## src/rtl/change_dispenser_if.sv

```systemverilog
// Request, hopper-sensor and solenoid signals between the vend controller,
// the hopper driver board and change_dispenser.
interface change_dispenser_if;
  logic change1;
  logic change2;
  logic change22;
  logic coin1_sense;
  logic coin2_sense;
  logic fault_clr;
  logic eject1;
  logic eject2;
  logic busy;
  logic fault;
  logic overflow;

  modport master (
    output change1, change2, change22, coin1_sense, coin2_sense, fault_clr,
    input  eject1, eject2, busy, fault, overflow
  );

  modport slave (
    input  change1, change2, change22, coin1_sense, coin2_sense, fault_clr,
    output eject1, eject2, busy, fault, overflow
  );
endinterface

```

## src/rtl/change_dispenser.sv

```systemverilog
// Coin payout back-end: queues owed coins per denomination and pulses the hopper
// solenoids one coin at a time with sensor confirmation and timeout.
// Optional feature: define CHANGE_DISPENSER_RETRY_EN to retry once after a timeout.
module change_dispenser #(
  parameter int unsigned CNT_W          = 4,
  parameter int unsigned PULSE_CYCLES   = 8,
  parameter int unsigned TIMEOUT_CYCLES = 1000,
  parameter int unsigned GAP_CYCLES     = 4
) (
  input  logic              clk,
  input  logic              reset,
  change_dispenser_if.slave bus
);
  localparam int unsigned SUM_W  = CNT_W + 2;
  localparam int unsigned PG_MAX = (PULSE_CYCLES > GAP_CYCLES) ? PULSE_CYCLES : GAP_CYCLES;
  localparam int unsigned PG_W   = $clog2(PG_MAX + 1);
  localparam int unsigned TO_W   = $clog2(TIMEOUT_CYCLES + 1);
  localparam logic [SUM_W-1:0] PEND_MAX = SUM_W'((1 << CNT_W) - 1);

  typedef enum logic [2:0] {S_IDLE, S_EJECT, S_WAIT_SENSE, S_GAP, S_FAULT} state_e;

  state_e            state_q, state_d;
  logic              sel_q, sel_d;          // 1: 2-ruble coin, 0: 1-ruble coin
  logic [PG_W-1:0]   cnt_q, cnt_d;
  logic [TO_W-1:0]   to_cnt_q, to_cnt_d;
  logic              latched_q, latched_d;
  logic              retry_q, retry_d;
  logic [CNT_W-1:0]  pend1_q, pend1_d, pend2_q, pend2_d;
  logic [2:0]        sync1_q, sync1_d, sync2_q, sync2_d;
  logic              eject1_q, eject1_d, eject2_q, eject2_d;
  logic              busy_q, busy_d, fault_q, fault_d, overflow_q, overflow_d;

  logic              sense1_re, sense2_re, sel_re;
  logic              confirm, start_eject, start_sel, enter_eject;
  logic              dec1, dec2;
  logic [SUM_W-1:0]  sum1, sum2;

  // pend + add - dec in the wide domain, floored at zero
  function automatic logic [SUM_W-1:0] pend_next(input logic [CNT_W-1:0] pend,
                                                 input logic [SUM_W-1:0] add,
                                                 input logic dec);
    logic [SUM_W-1:0] s;
    s = SUM_W'(pend) + add;
    if (dec && (s != '0)) s = s - SUM_W'(1);
    return s;
  endfunction

  // Sensor synchronizers: bit0 meta, bit1 synced, bit2 previous synced value
  always_comb begin
    sync1_d   = {sync1_q[1:0], bus.coin1_sense};
    sync2_d   = {sync2_q[1:0], bus.coin2_sense};
    sense1_re = sync1_q[1] & ~sync1_q[2];
    sense2_re = sync2_q[1] & ~sync2_q[2];
  end

  always_comb begin
    state_d     = state_q;
    sel_d       = sel_q;
    cnt_d       = cnt_q;
    to_cnt_d    = to_cnt_q;
    latched_d   = latched_q;
    retry_d     = retry_q;
    confirm     = 1'b0;
    enter_eject = 1'b0;
    dec1        = 1'b0;
    dec2        = 1'b0;
    sel_re      = sel_q ? sense2_re : sense1_re;

    // A pending retry keeps the same coin; otherwise the 2-ruble coin wins
    start_eject = 1'b0;
    start_sel   = sel_q;
    if (retry_q) begin
      start_eject = 1'b1;
    end else if (pend2_q != '0) begin
      start_eject = 1'b1;
      start_sel   = 1'b1;
    end else if (pend1_q != '0) begin
      start_eject = 1'b1;
      start_sel   = 1'b0;
    end

    case (state_q)
      S_IDLE: begin
        if (start_eject) enter_eject = 1'b1;
      end
      S_EJECT: begin
        cnt_d    = cnt_q + PG_W'(1);
        to_cnt_d = to_cnt_q + TO_W'(1);
        if (sel_re) latched_d = 1'b1;
        if (cnt_q == PG_W'(PULSE_CYCLES - 1)) begin
          if (latched_q || sel_re) confirm = 1'b1;
          else                     state_d = S_WAIT_SENSE;
        end
      end
      S_WAIT_SENSE: begin
        to_cnt_d = to_cnt_q + TO_W'(1);
        if (sel_re) begin
          confirm = 1'b1;
        end else if (to_cnt_q == TO_W'(TIMEOUT_CYCLES - 1)) begin
`ifdef CHANGE_DISPENSER_RETRY_EN
          if (!retry_q) begin
            retry_d = 1'b1;
            state_d = S_GAP;
            cnt_d   = '0;
          end else begin
            state_d = S_FAULT;
          end
`else
          state_d = S_FAULT;
`endif
        end
      end
      S_GAP: begin
        cnt_d = cnt_q + PG_W'(1);
        // Last gap cycle chooses the next coin directly so ejections are P+G apart
        if (cnt_q == PG_W'(GAP_CYCLES - 1)) begin
          if (start_eject) enter_eject = 1'b1;
          else             state_d     = S_IDLE;
        end
      end
      S_FAULT: begin
        if (bus.fault_clr) begin
          state_d = S_IDLE;
          retry_d = 1'b0;
        end
      end
      default: state_d = S_IDLE;
    endcase

    if (confirm) begin
      state_d = S_GAP;
      cnt_d   = '0;
      retry_d = 1'b0;
      dec1    = ~sel_q;
      dec2    = sel_q;
    end

    if (enter_eject) begin
      state_d   = S_EJECT;
      sel_d     = start_sel;
      cnt_d     = '0;
      to_cnt_d  = '0;
      latched_d = 1'b0;
    end
  end

  // Pending counters with saturation and sticky overflow
  always_comb begin
    sum1       = pend_next(pend1_q, SUM_W'(bus.change1), dec1);
    sum2       = pend_next(pend2_q, SUM_W'(bus.change2) + SUM_W'({bus.change22, 1'b0}), dec2);
    pend1_d    = (sum1 > PEND_MAX) ? PEND_MAX[CNT_W-1:0] : sum1[CNT_W-1:0];
    pend2_d    = (sum2 > PEND_MAX) ? PEND_MAX[CNT_W-1:0] : sum2[CNT_W-1:0];
    overflow_d = overflow_q | (sum1 > PEND_MAX) | (sum2 > PEND_MAX);
    eject1_d   = (state_d == S_EJECT) && !sel_d;
    eject2_d   = (state_d == S_EJECT) && sel_d;
    fault_d    = (state_d == S_FAULT);
    busy_d     = (state_d != S_IDLE) || (pend1_d != '0) || (pend2_d != '0);
  end

  always_ff @(posedge clk or posedge reset) begin
    if (reset) begin
      state_q    <= S_IDLE;
      sel_q      <= 1'b0;
      cnt_q      <= '0;
      to_cnt_q   <= '0;
      latched_q  <= 1'b0;
      retry_q    <= 1'b0;
      pend1_q    <= '0;
      pend2_q    <= '0;
      sync1_q    <= '0;
      sync2_q    <= '0;
      eject1_q   <= 1'b0;
      eject2_q   <= 1'b0;
      busy_q     <= 1'b0;
      fault_q    <= 1'b0;
      overflow_q <= 1'b0;
    end else begin
      state_q    <= state_d;
      sel_q      <= sel_d;
      cnt_q      <= cnt_d;
      to_cnt_q   <= to_cnt_d;
      latched_q  <= latched_d;
      retry_q    <= retry_d;
      pend1_q    <= pend1_d;
      pend2_q    <= pend2_d;
      sync1_q    <= sync1_d;
      sync2_q    <= sync2_d;
      eject1_q   <= eject1_d;
      eject2_q   <= eject2_d;
      busy_q     <= busy_d;
      fault_q    <= fault_d;
      overflow_q <= overflow_d;
    end
  end

  assign bus.eject1   = eject1_q;
  assign bus.eject2   = eject2_q;
  assign bus.busy     = busy_q;
  assign bus.fault    = fault_q;
  assign bus.overflow = overflow_q;
endmodule

```

## src/flat_wrapper.sv

```systemverilog
// flat-port wrapper written by rule: the top's interface ports become plain ports
module change_dispenser_flat 
#(
  parameter int unsigned CNT_W          = 4,
  parameter int unsigned PULSE_CYCLES   = 8,
  parameter int unsigned TIMEOUT_CYCLES = 1000,
  parameter int unsigned GAP_CYCLES     = 4
)
  (clk, reset, bus_change1, bus_change2, bus_change22, bus_coin1_sense, bus_coin2_sense, bus_fault_clr, bus_eject1, bus_eject2, bus_busy, bus_fault, bus_overflow);
  change_dispenser_if bus_i ();
  input  logic clk;
  input  logic reset;
  input wire logic [$bits(bus_i.change1)-1:0] bus_change1;
  input wire logic [$bits(bus_i.change2)-1:0] bus_change2;
  input wire logic [$bits(bus_i.change22)-1:0] bus_change22;
  input wire logic [$bits(bus_i.coin1_sense)-1:0] bus_coin1_sense;
  input wire logic [$bits(bus_i.coin2_sense)-1:0] bus_coin2_sense;
  input wire logic [$bits(bus_i.fault_clr)-1:0] bus_fault_clr;
  output wire logic [$bits(bus_i.eject1)-1:0] bus_eject1;
  output wire logic [$bits(bus_i.eject2)-1:0] bus_eject2;
  output wire logic [$bits(bus_i.busy)-1:0] bus_busy;
  output wire logic [$bits(bus_i.fault)-1:0] bus_fault;
  output wire logic [$bits(bus_i.overflow)-1:0] bus_overflow;
  assign bus_i.change1 = bus_change1;
  assign bus_i.change2 = bus_change2;
  assign bus_i.change22 = bus_change22;
  assign bus_i.coin1_sense = bus_coin1_sense;
  assign bus_i.coin2_sense = bus_coin2_sense;
  assign bus_i.fault_clr = bus_fault_clr;
  assign bus_eject1 = bus_i.eject1;
  assign bus_eject2 = bus_i.eject2;
  assign bus_busy = bus_i.busy;
  assign bus_fault = bus_i.fault;
  assign bus_overflow = bus_i.overflow;
  change_dispenser #(.CNT_W(CNT_W), .PULSE_CYCLES(PULSE_CYCLES), .TIMEOUT_CYCLES(TIMEOUT_CYCLES), .GAP_CYCLES(GAP_CYCLES)) u_core (.clk(clk), .reset(reset), .bus(bus_i));
endmodule
```

## config.mk

```make
export PLATFORM = sky130hd
export DESIGN_NAME = change_dispenser_flat
export DESIGN_NICKNAME = d
export VERILOG_FILES = /design/src/rtl/change_dispenser_if.sv /design/src/rtl/change_dispenser.sv /design/src/flat_wrapper.sv
export SDC_FILE = /design/constraint.sdc
export NUM_CORES = 1
export LEC_CHECK = 0
export BUFFER_PORTS_ARGS = -buffer_cell sky130_fd_sc_hd__clkbuf_2
export CORE_UTILIZATION = 40
export CTS_CLUSTER_DIAMETER = 200
export DETAILED_ROUTE_END_ITERATION = 16
export PLACE_DENSITY = 0.53
export SLEW_MARGIN = 10
export SYNTH_ARGS = -nofsm -noshare
export SYNTH_HDL_FRONTEND = slang
export SYNTH_SLANG_ARGS = --single-unit
```

## constraint.sdc

```tcl
create_clock -name clk -period 5.9 [get_ports clk]
set_clock_uncertainty 0.2 [all_clocks]
set_input_delay 1.77 -clock clk [delete_from_list [all_inputs] [get_ports clk]]
set_output_delay 1.77 -clock clk [all_outputs]
set_load 0.05 [all_outputs]
```

==> results of run 1 <==
## per-layer routing
metal	up-vias	track usage	wire length (um)
met2	16	0.253	1870
li1	851	-	-
met5	-	0	0
met1	799	0.243	2260
met3	5	0.0405	108
met4	0	0.0396	36
## sequential cells by signal, summed over array words and instances (netlist names)
| register | cells |
|---|---|
| u_core.bus.fault | 1 |
| u_core.sync2_q | 3 |
| u_core.latched_q | 1 |
| u_core.sel_q | 1 |
| u_core.sync1_q | 3 |
| u_core.bus.eject2 | 1 |
| u_core.cnt_q | 4 |
| u_core.pend2_q | 4 |
| u_core.bus.overflow | 1 |
| u_core.bus.eject1 | 1 |
| u_core.pend1_q | 4 |
| u_core.state_q | 3 |
| u_core.bus.busy | 1 |
| u_core.to_cnt_q | 10 |
## cell usage after synthesis (all sizes together), types with 2 or more instances
library cell	instances
or4	2
or3	2
a22o	2
xor2	11
and3	4
a211o	2
nor4b	3
nand3	10
and2	4
nand4	5
clkbuf	2
o21a	3
nand2	21
a21oi	3
nor2b	3
inv	9
nand4bb	2
nor4	4
or2	2
o22ai	2
o21ai	5
o211ai	2
nor2	28
o21bai	2
nand3b	3
ha	10
nand4b	2
nor3	2
nand2b	4
a31oi	3
a21o	4
dfrtp	38
mux2i	2
xnor2	10
buf	4
## area by class of cell
cell class	instances	area [um^2]	share of cell area
flip-flops and latches	38	951	0.382
well taps	72	90.1	0.0362
clock buffers	8	110	0.0442
repair buffers	13	67.6	0.0271
multi-input cells	175	1240	0.497
inverters	9	33.8	0.0136
## power groups by stage
stage | Combinational [uW] | Sequential [uW] | Clock, uW
after floorplan | 511 | 421 | 0
after global placement | 617 | 437 | 0
after detailed placement | 619 | 436 | 0
after CTS | 623 | 430 | 217
after global routing | 710 | 447 | 228
final | 617 | 431 | 207
## worst reg2reg max path, stage by stage, from the launching register on
cell       delay, ns
dfrtp_1         0.39
ha_1            0.23
fa_1            0.56
inv_1           0.08
ha_1            0.22
or4b_1          0.17
o21a_1          0.18
nand4_1         0.12
or3_1           0.33
a21o_1          0.20
nor2_1          0.08
nand4bb_1       0.09
## per-stage QoR
step | power (uW) | cells
floorplan | 932 | 228
detailed placement | 1050 | 307
global placement | 1050 | 307
finish | 1250 | 315
global route | 1390 | 315
CTS | 1270 | 315
## final timing paths
| kind | from | end | slack, ns | cells after the start |
|---|---|---|---|---|
| max in group asynchronous | reset | u_core.pend1_q[1]$_DFF_PP0_ | 3.79 | 3 |
| worst min-delay path | u_core.sync2_q[0]$_DFF_PP0_ | u_core.sync2_q[1]$_DFF_PP0_ | 0.15 | 0 |
| worst max register to register | u_core.pend2_q[0]$_DFF_PP0_ | u_core.bus.busy$_DFF_PP0_ | 2.92 | 11 |
| worst min register to register | u_core.sync2_q[0]$_DFF_PP0_ | u_core.sync2_q[1]$_DFF_PP0_ | 0.15 | 0 |
| worst max-delay path | bus_change2 | u_core.bus.busy$_DFF_PP0_ | 1.74 | 12 |
| min in group asynchronous | reset | u_core.cnt_q[1]$_DFFE_PP0P_ | 1.38 | 3 |
## cell families (layout without fill, tap and decap cells)
family,Yosys count,after routing,synth area share
buffers and inverters,15,30,0.0310
muxes,2,2,0.00886
DFF,38,38,0.421
AOI/OAI and AO/OA,38,38,0.136
adders and majority gates,11,11,0.0642
and+or+nand+nor,103,103,0.258
xor gates and xnor gates,21,21,0.0814
==> results.md, run 1 <==
- Max stage delay on crit path: between 0.5 and 0.6 ns
- Initial Utilization: 0.413
- Final worst slack: 1.74 ns
- P per Cell Area: a little over 500 nW/um^2
- VDD IR-drop max: 0.201 mV
- Setup TNS Final: 0 ns
- Max_slew headroom: 0.413
- Cts repair resizes: 0
- Synthesized area per cell: 9.91 um^2
- DR WL/cell: 13.6 um
- Sequential power share: 0.344
- Core area: approximately 5500 um^2
- Cells after synthesis: about 230
- Commonest non-fill, non-tap cell in the layout: dfrtp_1
- Dpl hpwl: ~3.2 mm
- Synth top area share: 0.421
- CP max stage cell: fa_1
- Fin util: 0.455
- Die footprint: 5950 um^2
- CTS Buffer Depth: 2
- Fill cell count: 550
- Max Cap Viol: 0
- CTS Sinks: 38
- Placer Congestion: 0.805
- CP Data Arrival Time: between 4 and 5 ns
- CTS tree: yes
- Most used DFF post-synth: dfrtp_1
- Setup bufs post-CTS: 0
- Cts bufs inserted: 5
- Tightest Pin Transition: 0.876 ns
- Status: complete, no violations
- Setup crit end kind: flip-flop
- Post-synth EDFFs: 0
- Mapped Area: between 2000 and 2500 um^2
- RSZ-0062 raised after global routing: false
- Ratio of final minimum period to clock period: 0.705
- Clock network fraction of total power: 0.165
- Leakage power: 0.00110 uW
- Antenna diodes: 0
- Critical path type: in -> reg
- Ys async rst share: 1.00
- WHS: 0.154 ns
- Tightest Hold Check Type: reg -> reg
- Iter 0 DRT Violations: 108
- Netlist cell types: 59
- Post-placement cell area: ~2400 um^2
- Slew Viols, Final: 0
- Remaining Overflow, GRT: 0
- Critical-path maximum fanout: 4
- Worst Path Buf+Inv: 2
- Top Family by Delay on Critical Path: adder cells
- Remaining routing DRC violations: 0
- Setup Slack @ Placement: 1.45 ns
- CTS Hold Bufs: 0
- Switching share of power: 0.426
- Via count: approximately 1,700
- Nets: ~260
- FP Rows: 27
- Sw Pwr: 535 uW
- Fin. Hold Viols: 0
- Finish-stage setup viols: 0
- Largest net degree at the start of global routing: 39
- Int Pwr: between 700 and 800 uW
- Clk Latency, worst-skew pair: 0.28 ns
- Top post-synthesis cells by area: dfrtp_1 42%, ha_1 5.5%, nor2_1 4.5%, xor2_1 4.3%, xnor2_1 3.9%
- Most common cell on crit path: ha_1
- Crit-path cells: clkbuf_2 > ha_1 > fa_1 > inv_1 > ha_1 > or4b_1 > o21a_1 > nand4_1 > or3_1 > a21o_1 > nor2_1 > nand4bb_1
- H-tree depth: 2
- Vias in the first global route: 1,658
- Vias per cell: 5.30
- Most frequent cells in the layout: 38 x dfrtp_1, 27 x nor2_1, 21 x nand2_1, 12 x clkbuf_2, 11 x xor2_1
- Sequential area share after synthesis: 0.421
- Initial antenna violation count: 0
- Routed WL: 4.28 mm
- Fin area: ~2500 um^2
- Layout cells sized above 1: 0.132
- Boundary Pins: 13
- First-pass GRT wire length: around 8 mm
- Post-route minimum period: 4.16 ns
- Ys Warns: 0
- CTS clk-pin slew, worst paths: 0.08 ns
- Area leader, netlist: dfrtp_1
- Area growth, synth to finish: 10.2%
- WP data required: 5.86 ns
- F_max: 0.240 GHz
- Pre-antenna DRT Iters: 4
- IO Port Bufs: 12
- Root Buffer: clkbuf_8
- Tot GR Track Use: 0.169
- Synthesis-stage register bit count: 38
- Die Span Y: 77.2 um
- Worst setup SP type: input port
- Post-DRT Antenna Nets: 0
- Comb pwr share: 0.492
- DIE WIDTH: 77.2 um
- Syn Nets: 247
Power figures use the tool's default switching activity.
==> run 2, diff against run 1 <==
PLACE_DENSITY = 0.55   (was 0.53)
clock period = 3.5 ns   (was 5.9 ns; I/O delays follow)
==> results.md, run 2 (synthesis results as in run 1) <==
- Status: complete, no violations
- Layout cells sized above 1: 0.182
- DIE WIDTH: 77.2 um
- Hold Crit Depth: 0
- Reg2reg end: u_core.bus.busy$_DFF_PP0_
- Fin. Hold Viols: 0
- Tightest Hold Check Type: reg -> reg
- Commonest non-fill, non-tap cell in the layout: dfrtp_1
- IO Port Bufs: 12
- Antenna diodes: 0
- CTS clk-pin slew, worst paths: approximately 0.08 ns
- Remaining routing DRC violations: 0
- First-pass GRT wire length: about 7.9 mm
- Post-DRT Antenna Nets: 0
- Post-route minimum period: 3.38 ns
- Max FFs per register: 10
- H-tree depth: 2
- Top Family by Delay on Critical Path: adder cells
- Initial antenna violation count: 0
- Vias in the first global route: 1,689
- Dpl hpwl: 3.18 mm
- Largest net degree at the start of global routing: 39
- R2R Path Start: u_core.pend2_q[0]$_DFF_PP0_
- Tightest Pin Transition: a little over 0.6 ns
- VDD IR-drop max: 0.336 mV
- Crit-path cells: buf_6 > ha_4 > fa_1 > inv_2 > ha_4 > or4b_4 > o21a_1 > nand4_1 > or3_1 > a21o_1 > nor2_1 > nand4bb_1
- Area growth, synth to finish: 14.6%
- CTS Buffer Depth: 2
- Vias per cell: 5.26
- Fin area: approximately 2600 um^2
- WHS Endpoint: u_core.sync1_q[1]$_DFF_PP0_
- Via count: 1,709
- F_max: between 0.2 and 0.3 GHz
- Worst setup SP type: input port
- CP Launch Point: bus_change2
- Reg2reg setup slack: 0.53 ns
- Clk Latency, worst-skew pair: 0.28 ns
- CTS tree: yes
- WP data required: 3.46 ns
- Core area: about 5500 um^2
- Root Buffer: clkbuf_8
- Worst Path Buf+Inv: 2
- Max_slew headroom: 0.590
- Initial Utilization: 0.413
- Crit path depth: 12
- RSZ-0062 raised after global routing: false
- HP Start: u_core.sync1_q[0]$_DFF_PP0_
- CTS Sinks: 38
- Cts bufs inserted: 5
- Die footprint: 5950 um^2
- Most common cell on crit path: ha_4
- Setup crit end kind: flip-flop
- Most frequent cells in the layout: 38 x dfrtp_1, 27 x nor2_1, 21 x nand2_1, 13 x buf_4
- Remaining Overflow, GRT: 0
- FP Rows: 27
- Ratio of final minimum period to clock period: 0.967
- Slew Viols, Final: 0
- CP Data Arrival Time: 3.34 ns
- Placer Congestion: 0.822
- P per Cell Area: 852 nW/um^2
- Tot GR Track Use: 0.168
- Max stage delay on crit path: around 0.57 ns
- CP max stage cell: fa_1
- Die Span Y: 77.2 um
- Routed WL: 4.49 mm
- Critical-path maximum fanout: 4
- Boundary Pins: 13
- Fin util: 0.473
- Pre-antenna DRT Iters: 4
- Nets: between 200 and 300
- Critical path type: in -> reg
- Fill cell count: 530
- Leakage power: 0.00114 uW
- DR WL/cell: 13.8 um
- Post-placement cell area: 2450 um^2
- Most flop-heavy register: u_core.to_cnt_q
- Cell depth of the worst flop-to-flop path: 11
- Iter 0 DRT Violations: roughly 110
- Finish-stage setup viols: 0
- Max Cap Viol: 0
[run 2: changes by cell type in the layout (fill, tap and decap cells not counted), sizes merged]
cell and delta:
buf +13, clkbuf -3
[run 2: worst max-delay path by stage]
stage / end / slack [ns]
2_1_floorplan: u_core.bus.busy$_DFF_PP0_ / 0.07
3_3_place_gp: u_core.bus.busy$_DFF_PP0_ / -0.11
3_5_place_dp: u_core.bus.busy$_DFF_PP0_ / -0.15
4_1_cts: u_core.bus.busy$_DFF_PP0_ / 0.13
5_1_grt: u_core.bus.busy$_DFF_PP0_ / 0.005
6_report: u_core.bus.busy$_DFF_PP0_ / 0.12
[run 2: worst register-to-register path, cell delays in order (launching register included)]
cell and delay (ns):
dfrtp_1 0.42, ha_4 0.18, fa_1 0.57, inv_2 0.07, ha_4 0.16, or4b_4 0.19
o21a_1 0.18, nand4_1 0.12, or3_1 0.37, a21o_1 0.18, nor2_1 0.10, nand4bb_1 0.10
[run 2: report_power, final]
group          switching, uW  total (uW)  internal [uW]
registers                161         737            576
clock network            146         298            152
logic                    630        1170            542
total                    936        2210           1270
[run 2: layout make-up]
| cell class | instances | area [um^2] | share of cell area |
|---|---|---|---|
| clock buffers | 6 | 82.6 | 0.0319 |
| inverters | 9 | 33.8 | 0.0130 |
| multi-input cells | 175 | 1270 | 0.490 |
| flip-flops and latches | 38 | 951 | 0.367 |
| well taps | 72 | 90.1 | 0.0348 |
| repair buffers | 25 | 164 | 0.0633 |
[run 2: per-stage QoR]
step	setup slack, ns	hold WS, ns	total power (uW)	instances	setup TNS (ns)
2_1_floorplan	0.0711	0.131	1570	228	0
3_3_place_gp	-0.110	0.132	1840	316	-0.110
3_5_place_dp	-0.151	0.136	1840	316	-0.151
4_1_cts	0.129	0.153	2150	322	0
5_1_grt	0.00451	0.159	2410	325	0
6_report	0.116	0.149	2210	325	0
[run 2: what timing repair did]
action / 4_1_cts / 5_1_grt
hold endpoints to repair: 0 / 0
endpoints found under the setup margin: 0 / 1
hold buffers: 0 / 0
buffers inserted: 0 / 3
gates resized for setup: 0 / 8
[run 2: per-layer routing]
layer  GRT usage  part of all wire
met5           0                 0
met4      0.0585             0.012
met3      0.0405             0.033
met2       0.258              0.46
met1       0.231              0.50
